<file path="src/rtl/rf_wb_arbiter_if.sv">
// Bundle of the write-back requester handshakes, register-file write port,
// issue port and decode-stage stall signals around rf_wb_arbiter.
interface rf_wb_arbiter_if #(
  parameter int ADDR_WIDTH = 5,
  parameter int DATA_WIDTH = 32
);
  localparam int NUM_REGS = 2 ** ADDR_WIDTH;

  logic                  req0_valid;
  logic                  req0_ready;
  logic [ADDR_WIDTH-1:0] req0_addr;
  logic [DATA_WIDTH-1:0] req0_data;

  logic                  req1_valid;
  logic                  req1_ready;
  logic [ADDR_WIDTH-1:0] req1_addr;
  logic [DATA_WIDTH-1:0] req1_data;

  logic                  rf_wen;
  logic [ADDR_WIDTH-1:0] rf_waddr;
  logic [DATA_WIDTH-1:0] rf_wdata;

  logic                  issue_valid;
  logic [ADDR_WIDTH-1:0] issue_addr;

  logic [ADDR_WIDTH-1:0] raddr_1;
  logic [ADDR_WIDTH-1:0] raddr_2;
  logic                  stall_1;
  logic                  stall_2;
  logic [NUM_REGS-1:0]   busy;

  // Arbiter side
  modport slave (
    input  req0_valid, req0_addr, req0_data,
    input  req1_valid, req1_addr, req1_data,
    input  issue_valid, issue_addr, raddr_1, raddr_2,
    output req0_ready, req1_ready,
    output rf_wen, rf_waddr, rf_wdata,
    output stall_1, stall_2, busy
  );

  // Requester / pipeline side
  modport master (
    output req0_valid, req0_addr, req0_data,
    output req1_valid, req1_addr, req1_data,
    output issue_valid, issue_addr, raddr_1, raddr_2,
    input  req0_ready, req1_ready,
    input  rf_wen, rf_waddr, rf_wdata,
    input  stall_1, stall_2, busy
  );
endinterface

</file>
<file path="src/rtl/rf_wb_arbiter.sv">
// Round-robin write-back arbiter feeding a registered register-file write port,
// plus a per-register busy scoreboard that drives decode RAW stalls.
module rf_wb_arbiter #(
  parameter int ADDR_WIDTH = 5,
  parameter int DATA_WIDTH = 32
) (
  input  logic             clk,
  input  logic             rst,
  rf_wb_arbiter_if.slave   bus
);
  localparam int NUM_REGS = 2 ** ADDR_WIDTH;

  logic                  prio_reg;
  logic                  prio_next;
  logic                  grant0;
  logic                  grant1;
  logic                  accept;

  logic                  rf_wen_reg;
  logic                  rf_wen_next;
  logic [ADDR_WIDTH-1:0] rf_waddr_reg;
  logic [ADDR_WIDTH-1:0] rf_waddr_next;
  logic [DATA_WIDTH-1:0] rf_wdata_reg;
  logic [DATA_WIDTH-1:0] rf_wdata_next;

  logic [NUM_REGS-1:0]   busy_reg;
  logic [NUM_REGS-1:0]   busy_next;

  // A lone requester always wins; prio only breaks ties.
  assign grant0 = bus.req0_valid && (!bus.req1_valid || !prio_reg);
  assign grant1 = bus.req1_valid && (!bus.req0_valid ||  prio_reg);
  assign accept = grant0 || grant1;

  assign bus.req0_ready = grant0;
  assign bus.req1_ready = grant1;

  always_comb begin
    prio_next     = prio_reg;
    rf_wen_next   = 1'b0;
    rf_waddr_next = rf_waddr_reg;
    rf_wdata_next = rf_wdata_reg;
    if (grant0) begin
      prio_next     = 1'b1;
      rf_waddr_next = bus.req0_addr;
      rf_wdata_next = bus.req0_data;
      rf_wen_next   = (bus.req0_addr != '0);
    end else if (grant1) begin
      prio_next     = 1'b0;
      rf_waddr_next = bus.req1_addr;
      rf_wdata_next = bus.req1_data;
      rf_wen_next   = (bus.req1_addr != '0);
    end
  end

  // Set beats clear so a re-issue racing the old write-back stays busy.
  generate
    for (genvar gi = 0; gi < NUM_REGS; gi++) begin : g_busy
      if (gi == 0) begin : g_zero
        assign busy_next[gi] = 1'b0;
      end else begin : g_reg
        logic set_hit;
        logic clr_hit;
        assign set_hit = bus.issue_valid && (bus.issue_addr == ADDR_WIDTH'(gi));
        assign clr_hit = rf_wen_reg && (rf_waddr_reg == ADDR_WIDTH'(gi));
        assign busy_next[gi] = set_hit || (busy_reg[gi] && !clr_hit);
      end
    end
  endgenerate

  always_ff @(posedge clk or posedge rst) begin
    if (rst) begin
      prio_reg     <= 1'b0;
      rf_wen_reg   <= 1'b0;
      rf_waddr_reg <= '0;
      rf_wdata_reg <= '0;
      busy_reg     <= '0;
    end else begin
      prio_reg     <= accept ? prio_next : prio_reg;
      rf_wen_reg   <= rf_wen_next;
      rf_waddr_reg <= rf_waddr_next;
      rf_wdata_reg <= rf_wdata_next;
      busy_reg     <= busy_next;
    end
  end

  assign bus.rf_wen   = rf_wen_reg;
  assign bus.rf_waddr = rf_waddr_reg;
  assign bus.rf_wdata = rf_wdata_reg;
  assign bus.busy     = busy_reg;
  assign bus.stall_1  = busy_reg[bus.raddr_1];
  assign bus.stall_2  = busy_reg[bus.raddr_2];
endmodule

</file>
<file path="src/flat_wrapper.sv">
// flat-port wrapper written by rule: the top's interface ports become plain ports
module rf_wb_arbiter_flat 
#(
  parameter int ADDR_WIDTH = 5,
  parameter int DATA_WIDTH = 32
)
  (clk, rst, bus_req0_valid, bus_req0_addr, bus_req0_data, bus_req1_valid, bus_req1_addr, bus_req1_data, bus_issue_valid, bus_issue_addr, bus_raddr_1, bus_raddr_2, bus_req0_ready, bus_req1_ready, bus_rf_wen, bus_rf_waddr, bus_rf_wdata, bus_stall_1, bus_stall_2, bus_busy);
  rf_wb_arbiter_if #(.ADDR_WIDTH(ADDR_WIDTH), .DATA_WIDTH(DATA_WIDTH)) bus_i ();
  input  logic clk;
  input  logic rst;
  input wire logic [$bits(bus_i.req0_valid)-1:0] bus_req0_valid;
  input wire logic [$bits(bus_i.req0_addr)-1:0] bus_req0_addr;
  input wire logic [$bits(bus_i.req0_data)-1:0] bus_req0_data;
  input wire logic [$bits(bus_i.req1_valid)-1:0] bus_req1_valid;
  input wire logic [$bits(bus_i.req1_addr)-1:0] bus_req1_addr;
  input wire logic [$bits(bus_i.req1_data)-1:0] bus_req1_data;
  input wire logic [$bits(bus_i.issue_valid)-1:0] bus_issue_valid;
  input wire logic [$bits(bus_i.issue_addr)-1:0] bus_issue_addr;
  input wire logic [$bits(bus_i.raddr_1)-1:0] bus_raddr_1;
  input wire logic [$bits(bus_i.raddr_2)-1:0] bus_raddr_2;
  output wire logic [$bits(bus_i.req0_ready)-1:0] bus_req0_ready;
  output wire logic [$bits(bus_i.req1_ready)-1:0] bus_req1_ready;
  output wire logic [$bits(bus_i.rf_wen)-1:0] bus_rf_wen;
  output wire logic [$bits(bus_i.rf_waddr)-1:0] bus_rf_waddr;
  output wire logic [$bits(bus_i.rf_wdata)-1:0] bus_rf_wdata;
  output wire logic [$bits(bus_i.stall_1)-1:0] bus_stall_1;
  output wire logic [$bits(bus_i.stall_2)-1:0] bus_stall_2;
  output wire logic [$bits(bus_i.busy)-1:0] bus_busy;
  assign bus_i.req0_valid = bus_req0_valid;
  assign bus_i.req0_addr = bus_req0_addr;
  assign bus_i.req0_data = bus_req0_data;
  assign bus_i.req1_valid = bus_req1_valid;
  assign bus_i.req1_addr = bus_req1_addr;
  assign bus_i.req1_data = bus_req1_data;
  assign bus_i.issue_valid = bus_issue_valid;
  assign bus_i.issue_addr = bus_issue_addr;
  assign bus_i.raddr_1 = bus_raddr_1;
  assign bus_i.raddr_2 = bus_raddr_2;
  assign bus_req0_ready = bus_i.req0_ready;
  assign bus_req1_ready = bus_i.req1_ready;
  assign bus_rf_wen = bus_i.rf_wen;
  assign bus_rf_waddr = bus_i.rf_waddr;
  assign bus_rf_wdata = bus_i.rf_wdata;
  assign bus_stall_1 = bus_i.stall_1;
  assign bus_stall_2 = bus_i.stall_2;
  assign bus_busy = bus_i.busy;
  rf_wb_arbiter #(.ADDR_WIDTH(ADDR_WIDTH), .DATA_WIDTH(DATA_WIDTH)) u_core (.clk(clk), .rst(rst), .bus(bus_i));
endmodule
</file>
<file path="config.mk">
export PLATFORM = sky130hd
export DESIGN_NAME = rf_wb_arbiter_flat
export DESIGN_NICKNAME = d
export VERILOG_FILES = /design/src/rtl/rf_wb_arbiter_if.sv /design/src/rtl/rf_wb_arbiter.sv /design/src/flat_wrapper.sv
export SDC_FILE = /design/constraint.sdc
export NUM_CORES = 1
export LEC_CHECK = 0
export CAP_MARGIN = 15
export CORE_AREA = 2 2 123 125
export DETAILED_ROUTE_END_ITERATION = 8
export DIE_AREA = 0 0 125 127
export PLACE_DENSITY_LB_ADDON = 0.3
export SLEW_MARGIN = 15
export SYNTH_ARGS = -nofsm -noshare
export SYNTH_HDL_FRONTEND = slang
export SYNTH_SLANG_ARGS = --single-unit
</file>
<file path="constraint.sdc">
create_clock -name clk -period 2.5 [get_ports clk]
set_input_delay 0.75 -clock clk [delete_from_list [all_inputs] [get_ports clk]]
set_output_delay 0.75 -clock clk [all_outputs]
set_load 0.01 [all_outputs]
</file>
==> flow_summary.toml, run 1 <==
[yosys]
netlist_area_um2 = 3560
yosysWarnings = 0
ys_top_cells_by_area = "dfrtp_1 (49%), o21ai_0 (8.7%), nor2_1 (8.2%), o22ai_1 (6.5%), mux2i_1 (5.1%)"
syn_area_per_cell_um2 = 9.26
netlist-cell-type-count = 37
ys_ff_latch = 70
yosysSeqAreaShare_pct = 49.3
synth_top_area_share_pct = 49.3
async_flop_share_pct = 100
yosysTopAreaCell = "dfrtp_1"
netlist_instances = 384
syn_nets = 478
ys.flop_type = "dfrtp_1"
synth_edf_count = 0

[setup_path]
crit_family = "simple AND/OR/NAND/NOR gates"
crit_type = "input port to primary output"
slowest_delay_ps = 460
cp-end-kind = "primary output"
critPathMaxFanout = 5
crit_buf_inv = 2
startpoint_type = "input port"
arrival_ps = 1920
cpMaxStageDelayCell = "or4_1"
crit_chain = "buf_8 -> mux4_2 -> nor2_1 -> or4_1 -> nand4_1 -> buf_2"
crit_required_ps = 1750

[place]
gp_congestion = 0.936
io_buffers = 166
dp_hpwl_mm = 10.6
post-place-cells = 755

[finish]
final_nets = 678
final_cells = 771
final_core_util_pct = 41.6
fill_cells = 1448
drive_above_1_share_pct = 13.6
largest_register_ffs = 32
n_antenna_cell = 0
synthToLayoutAreaGrowth_pct = 68.8

[status]
outcome = "complete, but fails checks"
failed_checks = "negative setup slack"

[sta]
max_freq_mhz = 374
fin_tns_setup_ps = -257
post-route-min-period_ps = 2670
relSlewSlack_pct = 55.7
rsz0062_at_grt = "true"
fin_ws_ps = -175
worst_pin_slew_ps = 664
final_max_slew_viol_count = 0
finalCritPeriodShare_pct = 107
fin_skew_ps = 5.19
setup_viol = 2
hold_violations = 0

[floorplan]
start_util_pct = 24.7
ios = 168
dieArea_um2 = 15900
num_rows = 44
die_y_um = 127
placeableCoreArea_um2 = 14400
die_w_um = 125

[global_route]
grtUsageMet3_pct = 5.65
busiest_layer = "met2"
antenna_found_initial = 0
grt_pass1_vias = 3865
grt_max_degree = 71
overflow = 0
met2_usage_pct = 27.3
track_usage_pct = 17.1
met1_usage_pct = 21.9
grt_pass1_wl_mm = 21.3

[clock_network]
htree_levels = 3
cts_hold_buf = 0
cts_tree = "done"
cts-root-buf = "clkbuf_16"
cts_setup_buffers = 0
insertion_delay_ps = 320
cts_sinks = 70
clk_pin_slew_ps = 50
cts_buffers = 9
clock_path_buffers = 2

[power_and_ir_drop]
power_density_nw_per_um2 = 828
peakVddDrop_mv = 0.282
design_power_total_mw = 4.97
p_leak_nw = 2.44

[min_path]
min_path_type = "register to register"

[job]
cap_violations = 0

[detailed_routing]
ant_nets = 0
routed_wl_mm = 13.5
drt_iter0_drc = 160
drcViolationCount = 0
via_per_inst = 4.94
firstDrtPassIters = 4
wl_per_cell_um = 17.5
via_count = 3810
## routing by layer
metal / wire, µm / vias up / part of all wire (%)
li1: - / 1793 / -
met1: 6000 / 1814 / 45
met2: 6090 / 187 / 45
met3: 1110 / 16 / 8.2
met4: 286 / 0 / 2.1
met5: 0 / - / 0
## Yosys cell counts, types with 8 or more instances
cell type	number
nor2_1	78
dfrtp_1	70
nand2b_1	9
o22ai_1	37
inv_1	9
nand2_1	12
mux2i_1	18
o21ai_0	62
a21oi_1	8
nand3_1	14
clkbuf_1	8
nor2b_1	8
buf_2	8
## kinds of logic after synthesis
| logic type | after synthesis | synth area share, % |
|---|---|---|
| AND/OR/NAND/NOR | 138 | 17.8 |
| other | 1 | 0.105 |
| AO/OA/AOI/OAI | 121 | 19.4 |
| flip-flops | 70 | 49.3 |
| multiplexers | 26 | 9.82 |
| buffers and inverters | 28 | 3.55 |
## worst register-to-register path, cell delays in order (launching register included)
cell,delay (ps)
dfrtp_1,460
nand2_1,100
nand2_1,100
buf_4,370
o22ai_1,140
a31oi_1,160
## timing repair
item | 4_1_cts | 5_1_grt
pin swaps | 6 | 1
setup endpoints to repair | 4 | 2
gates cloned | 2 | 0
resized for setup | 55 | 3
## through the flow
stage | setup slack (ps) | hold slack (ps) | instance area [µm²]
global route | -204 | 524 | 6000
detailed placement | -1090 | 501 | 5680
CTS | -183 | 512 | 6000
global placement | -1030 | 491 | 5680
floorplan | -36.7 | 532 | 3570
finish | -175 | 506 | 6000
## placed cells by master, fill, tap and decap left out, drive strengths merged, types with 2 or more instances in the layout
master and n:
clkdlybuf4s50 150, dfrtp 70, buf 48, inv 8, nor2b 8, a31oi 3, o21ai 63, mux4 6
or2 4, clkinv 2, clkbuf 12, a21oi 8, a22oi 4, nand3 14, o22ai 37, mux2i 18
nand2b 9, mux2 2, nand3b 3, nand4b 2, nand2 12, nand4 4, nor2 78, or4 3
dlygate4sd2 8
## area by class of cell
| class | instances | area [µm²] | area share (%) |
|---|---|---|---|
| Inverter | 9 | 37.5 | 0.625 |
| Clock buffer | 12 | 246 | 4.11 |
| Sequential cell | 70 | 1750 | 29.2 |
| Timing Repair Buffer | 208 | 2010 | 33.6 |
| Tap cell | 184 | 230 | 3.83 |
| Clock inverter | 2 | 10.0 | 0.167 |
| Multi-Input combinational cell | 286 | 1710 | 28.5 |
## power by group
group          switching, mW  internal, mW
sequential             0.393          1.44
clock                  0.440         0.684
combinational          0.831          1.18
total                   1.66          3.31
## path summary, 6_finish.rpt
kind / slack [ps] / depth (start not counted) / to / from
max: -170 / 6 / bus_stall_1 / bus_raddr_1[0]
min: 510 / 2 / u_core.bus.rf_wdata[30] / u_core.bus.rf_wdata[30]
max reg2reg: 1090 / 5 / u_core.bus.rf_wdata[25] / u_core.prio_reg
min reg2reg: 510 / 2 / u_core.bus.rf_wdata[30] / u_core.bus.rf_wdata[30]
max in group asynchronous: 1300 / 3 / u_core.bus.rf_wdata[19] / rst
min in group asynchronous: 850 / 3 / u_core.bus.rf_wdata[24] / rst
Note: power is estimated with default switching activity, not from simulation.
==> run 2: changes to the inputs <==
--- a/config.mk
+++ b/config.mk
@@ -6,6 +6,8 @@
 export NUM_CORES = 1
 export LEC_CHECK = 0
 export CAP_MARGIN = 15
+export CELL_PAD_IN_SITES_DETAIL_PLACEMENT = 0
+export CELL_PAD_IN_SITES_GLOBAL_PLACEMENT = 1
 export CORE_AREA = 2 2 123 125
 export DETAILED_ROUTE_END_ITERATION = 8
 export DIE_AREA = 0 0 125 127
==> flow_summary.toml, run 2 (same netlist as run 1, synthesis figures left out) <==
[power_and_ir_drop]
p_leak_nw = 2.44
design_power_total_mw = 5.21
power_density_nw_per_um2 = 861
peakVddDrop_mv = 0.281

[floorplan]
die_y_um = 127
die_w_um = 125
ios = 168
dieArea_um2 = 15900
placeableCoreArea_um2 = 14400
num_rows = 44
start_util_pct = 24.7

[global_route]
track_usage_pct = 16.3
grt_pass1_vias = 3800
grt_max_degree = 71
grt_pass1_wl_mm = 20.4
overflow = 0
antenna_found_initial = 0

[setup_path]
arrival_ps = 1930
crit_family = "simple AND/OR/NAND/NOR gates"
crit_buf_inv = 2
cp-end-kind = "primary output"
cpMaxStageDelayCell = "or4_1"
crit_required_ps = 1750
critPathMaxFanout = 2
crit_type = "input port to primary output"
slowest_delay_ps = 530
crit_chain = "clkdlybuf4s50_1 -> or4_1 -> nand4_1 -> buf_2"
startpoint_type = "input port"

[clock_network]
cts_sinks = 70
clock_path_buffers = 2
cts_buffers = 9
cts_hold_buf = 0
insertion_delay_ps = 330
clk_pin_slew_ps = 50
htree_levels = 3
cts_tree = "done"
cts-root-buf = "clkbuf_16"

[status]
failed_checks = "negative setup slack"
outcome = "complete, but fails checks"

[sta]
post-route-min-period_ps = 2680
rsz0062_at_grt = "true"
setup_viol = 2
fin_tns_setup_ps = -329
finalCritPeriodShare_pct = 107
hold_violations = 0
fin_ws_ps = -179
final_max_slew_viol_count = 0
fin_skew_ps = 5.17
max_freq_mhz = 373
holdWs_ps = 508

[place]
gp_congestion = 0.865
placed_area_um2 = 5640
io_buffers = 166
dp_hpwl_mm = 10.4

[finish]
final_common_cell = "clkdlybuf4s50_1"
fill_cells = 1451
final_nets = 674
layout_common_cells = "clkdlybuf4s50_1 (151), nor2_1 (78), dfrtp_1 (70)"
regArea_um2 = 1750
multiInputGateArea_um2 = 1720
n_antenna_cell = 0
largest_register_ffs = 32
final_core_util_pct = 41.9
drive_above_1_share_pct = 14.0
design_area_um2 = 6050
synthToLayoutAreaGrowth_pct = 70.1

[detailed_routing]
wl_per_cell_um = 17.1
via_count = 3735
drt_iter0_drc = 125
drcViolationCount = 0
firstDrtPassIters = 5
ant_nets = 0
via_per_inst = 4.86
routed_wl_mm = 13.1

[min_path]
min_path_type = "register to register"

[job]
cap_violations = 0
-- run 2: path summary, 6_finish.rpt --
| path | startpoint | to | slack (ps) | cells past startpoint |
|---|---|---|---|---|
| setup / recovery | bus_raddr_1[3] | bus_stall_1 | -180 | 4 |
| hold reg to reg | u_core.bus.rf_wdata[9] | u_core.bus.rf_wdata[9] | 510 | 2 |
| hold / removal | u_core.bus.rf_wdata[9] | u_core.bus.rf_wdata[9] | 510 | 2 |
| max in group asynchronous | rst | u_core.bus.rf_wdata[29] | 1330 | 3 |
| setup reg to reg | u_core.prio_reg | u_core.bus.rf_wdata[18] | 1050 | 5 |
| min in group asynchronous | rst | u_core.bus.rf_wdata[24] | 880 | 3 |
-- run 2: per-stage QoR --
| step | instances | setup WS (ps) |
|---|---|---|
| floorplan | 384 | -36.7 |
| CTS | 769 | -186 |
| global placement | 749 | -1050 |
| finish | 769 | -179 |
| global route | 769 | -243 |
| detailed placement | 749 | -1120 |
-- run 2: layout make-up --
cell class              instances  area share, %
clock inverters                 7           1.86
multi-input cells             286           28.4
well taps                     184           3.81
repair buffers                204           32.7
clock buffers                   9           3.72
flip-flops and latches         70           29.0
inverters                       9          0.620
-- run 2: layer usage --
layer,wire [µm],GRT usage [%]
met4,349,7.19
met2,5970,26.0
met3,1130,5.32
met5,0,0
met1,5690,20.3
-- run 2: what timing repair did --
item | in CTS | in global routing
setup endpoints to repair | 4 | 2
pin swaps | 5 | 0
resized for setup | 59 | 3
setup buffers | 4 | 0
-- run 2: tightest hold or removal path, cell delays in order, from the launching register on --
cell     delay [ps]
dfrtp_1         340
nor2_1           50
nor2_1           80
-- run 2: where the power goes --
group | internal, mW | switching, mW | total, mW
Sequential | 1.44 | 0.358 | 1.80
Combinational | 1.15 | 0.817 | 1.96
Clock | 0.968 | 0.477 | 1.45
==> run 3: changes to the inputs <==
--- a/config.mk
+++ b/config.mk
@@ -8,9 +8,9 @@
 export CAP_MARGIN = 15
 export CELL_PAD_IN_SITES_DETAIL_PLACEMENT = 0
 export CELL_PAD_IN_SITES_GLOBAL_PLACEMENT = 1
-export CORE_AREA = 2 2 123 125
+export CORE_AREA = 2 2 90 157
 export DETAILED_ROUTE_END_ITERATION = 8
-export DIE_AREA = 0 0 125 127
+export DIE_AREA = 0 0 92 159
 export PLACE_DENSITY_LB_ADDON = 0.3
 export SLEW_MARGIN = 15
 export SYNTH_ARGS = -nofsm -noshare
==> flow_summary.toml, run 3 (same netlist as run 1, synthesis figures left out) <==
[setup_path]
crit_family = "multiplexers"
arrival_ps = 1960
critPathMaxFanout = 4
crit_required_ps = 1750
startpoint_type = "input port"
crit_type = "input port to primary output"
cp-end-kind = "primary output"
crit_buf_inv = 2
crit_chain = "buf_12 -> mux4_2 -> mux2_4 -> nand3b_1 -> nand4_1 -> buf_2"
cpMaxStageDelayCell = "mux4_2"
slowest_delay_ps = 490

[status]
failed_checks = "negative setup slack"
outcome = "complete, but fails checks"

[detailed_routing]
via_per_inst = 4.95
routed_wl_mm = 13.8
via_count = 3800
wl_per_cell_um = 18.0
drcViolationCount = 0
ant_nets = 0
firstDrtPassIters = 4
drt_iter0_drc = 106

[global_route]
grt_max_degree = 71
antenna_found_initial = 1
track_usage_pct = 19.1
grt_pass1_vias = 3985
overflow = 0
grt_pass1_wl_mm = 21.4

[floorplan]
placeableCoreArea_um2 = 13300
start_util_pct = 26.7
die_y_um = 159
dieArea_um2 = 14600
ios = 168
die_w_um = 92
num_rows = 56

[sta]
finalCritPeriodShare_pct = 108
relSlewSlack_pct = 54.6
rsz0062_at_grt = "true"
setup_viol = 2
holdWs_ps = 503
post-route-min-period_ps = 2710
final_max_slew_viol_count = 0
hold_violations = 0
fin_skew_ps = 7.27
max_freq_mhz = 370
fin_ws_ps = -206
worst_pin_slew_ps = 681

[clock_network]
htree_levels = 3
clock_path_buffers = 2
cts_buffers = 9
cts_tree = "done"
cts_hold_buf = 0
cts_sinks = 70
cts-root-buf = "clkbuf_16"
insertion_delay_ps = 320
clk_pin_slew_ps = 50

[finish]
multiInputGateArea_um2 = 1750
synthToLayoutAreaGrowth_pct = 71.2
n_antenna_cell = 0
fill_cells = 1279
largest_register_ffs = 32
regArea_um2 = 1750
final_common_cell = "clkdlybuf4s50_1"
drive_above_1_share_pct = 16.0
layout_common_cells = "clkdlybuf4s50_1 (150), nor2_1 (78), dfrtp_1 (70)"
final_cells = 768
final_nets = 685

[place]
post-place-cells = 752
dp_hpwl_mm = 10.9
io_buffers = 166
gp_congestion = 0.882

[power_and_ir_drop]
p_sw_share_pct = 31.9
seq_power_share_pct = 33.7
clockPowerShare_pct = 24.4
comb_power_share_pct = 41.9
p_leak_nw = 2.47
peakVddDrop_mv = 0.342
power_density_nw_per_um2 = 847
power.switching_mw = 1.65
p_int_mw = 3.51

[min_path]
min_path_type = "register to register"

[job]
cap_violations = 0
-- run 3: path summary, 6_finish.rpt --
path / startpoint / end / slack, ps / cells after the start
worst max register to register: u_core.prio_reg / u_core.bus.rf_wdata[24] / 1090 / 5
worst max-delay path: bus_raddr_1[0] / bus_stall_1 / -210 / 6
min in group asynchronous: rst / u_core.bus.busy[16] / 860 / 3
worst min-delay path: u_core.bus.rf_wdata[12] / u_core.bus.rf_wdata[12] / 500 / 2
worst min register to register: u_core.bus.rf_wdata[12] / u_core.bus.rf_wdata[12] / 500 / 2
max in group asynchronous: rst / u_core.bus.rf_wdata[26] / 1300 / 3
-- run 3: routing by layer --
metal	routed length, µm	track usage, %	vias up
met5	0	0	-
li1	-	-	1801
met1	4580	18.2	1794
met4	766	11.3	0
met3	815	4.59	36
met2	7660	36.1	169
-- run 3: cell type report --
cell class / count / share of cell area (%)
multi-input combinational: 286 / 28.7
clock buffer: 13 / 4.28
inverter: 9 / 0.617
timing repair buffer: 215 / 33.5
sequential: 70 / 28.8
clock inverter: 1 / 0.493
tap: 174 / 3.58
-- run 3: repair_timing --
action	CTS	global route
resized for setup	68	0
buffers inserted	2	1
pin swaps	8	2
endpoints found under the setup margin	4	2
-- run 3: metrics by stage --
| stage | setup TNS [ps] | cell area (µm²) | setup WS [ps] | util [%] | total power, mW |
|---|---|---|---|---|---|
| 3_5_place_dp | -2670 | 5710 | -1140 | 42.9 | 3.87 |
| 2_1_floorplan | -36.7 | 3570 | -36.7 | - | 2.43 |
| 6_report | -260 | 6090 | -206 | 45.7 | 5.15 |
| 4_1_cts | -262 | 6080 | -206 | 45.7 | 5.21 |
| 3_3_place_gp | -2650 | 5710 | -1130 | 42.9 | 3.85 |
| 5_1_grt | -370 | 6090 | -250 | 45.7 | 5.43 |
-- run 3: worst min-delay path: cells and delay by family, from the launching register on --
kind             cells  cell delay (ps)
DFF                  1              340
and+or+nand+nor      2              130
-- run 3: power by group through the flow --
stage	Sequential [mW]	Clock [mW]	Combinational, mW
after detailed placement	1.74	0	2.13
final	1.74	1.26	2.16
after global routing	1.78	1.33	2.32
after CTS	1.74	1.30	2.17
after global placement	1.73	0	2.11
after floorplan	1.84	0	0.593
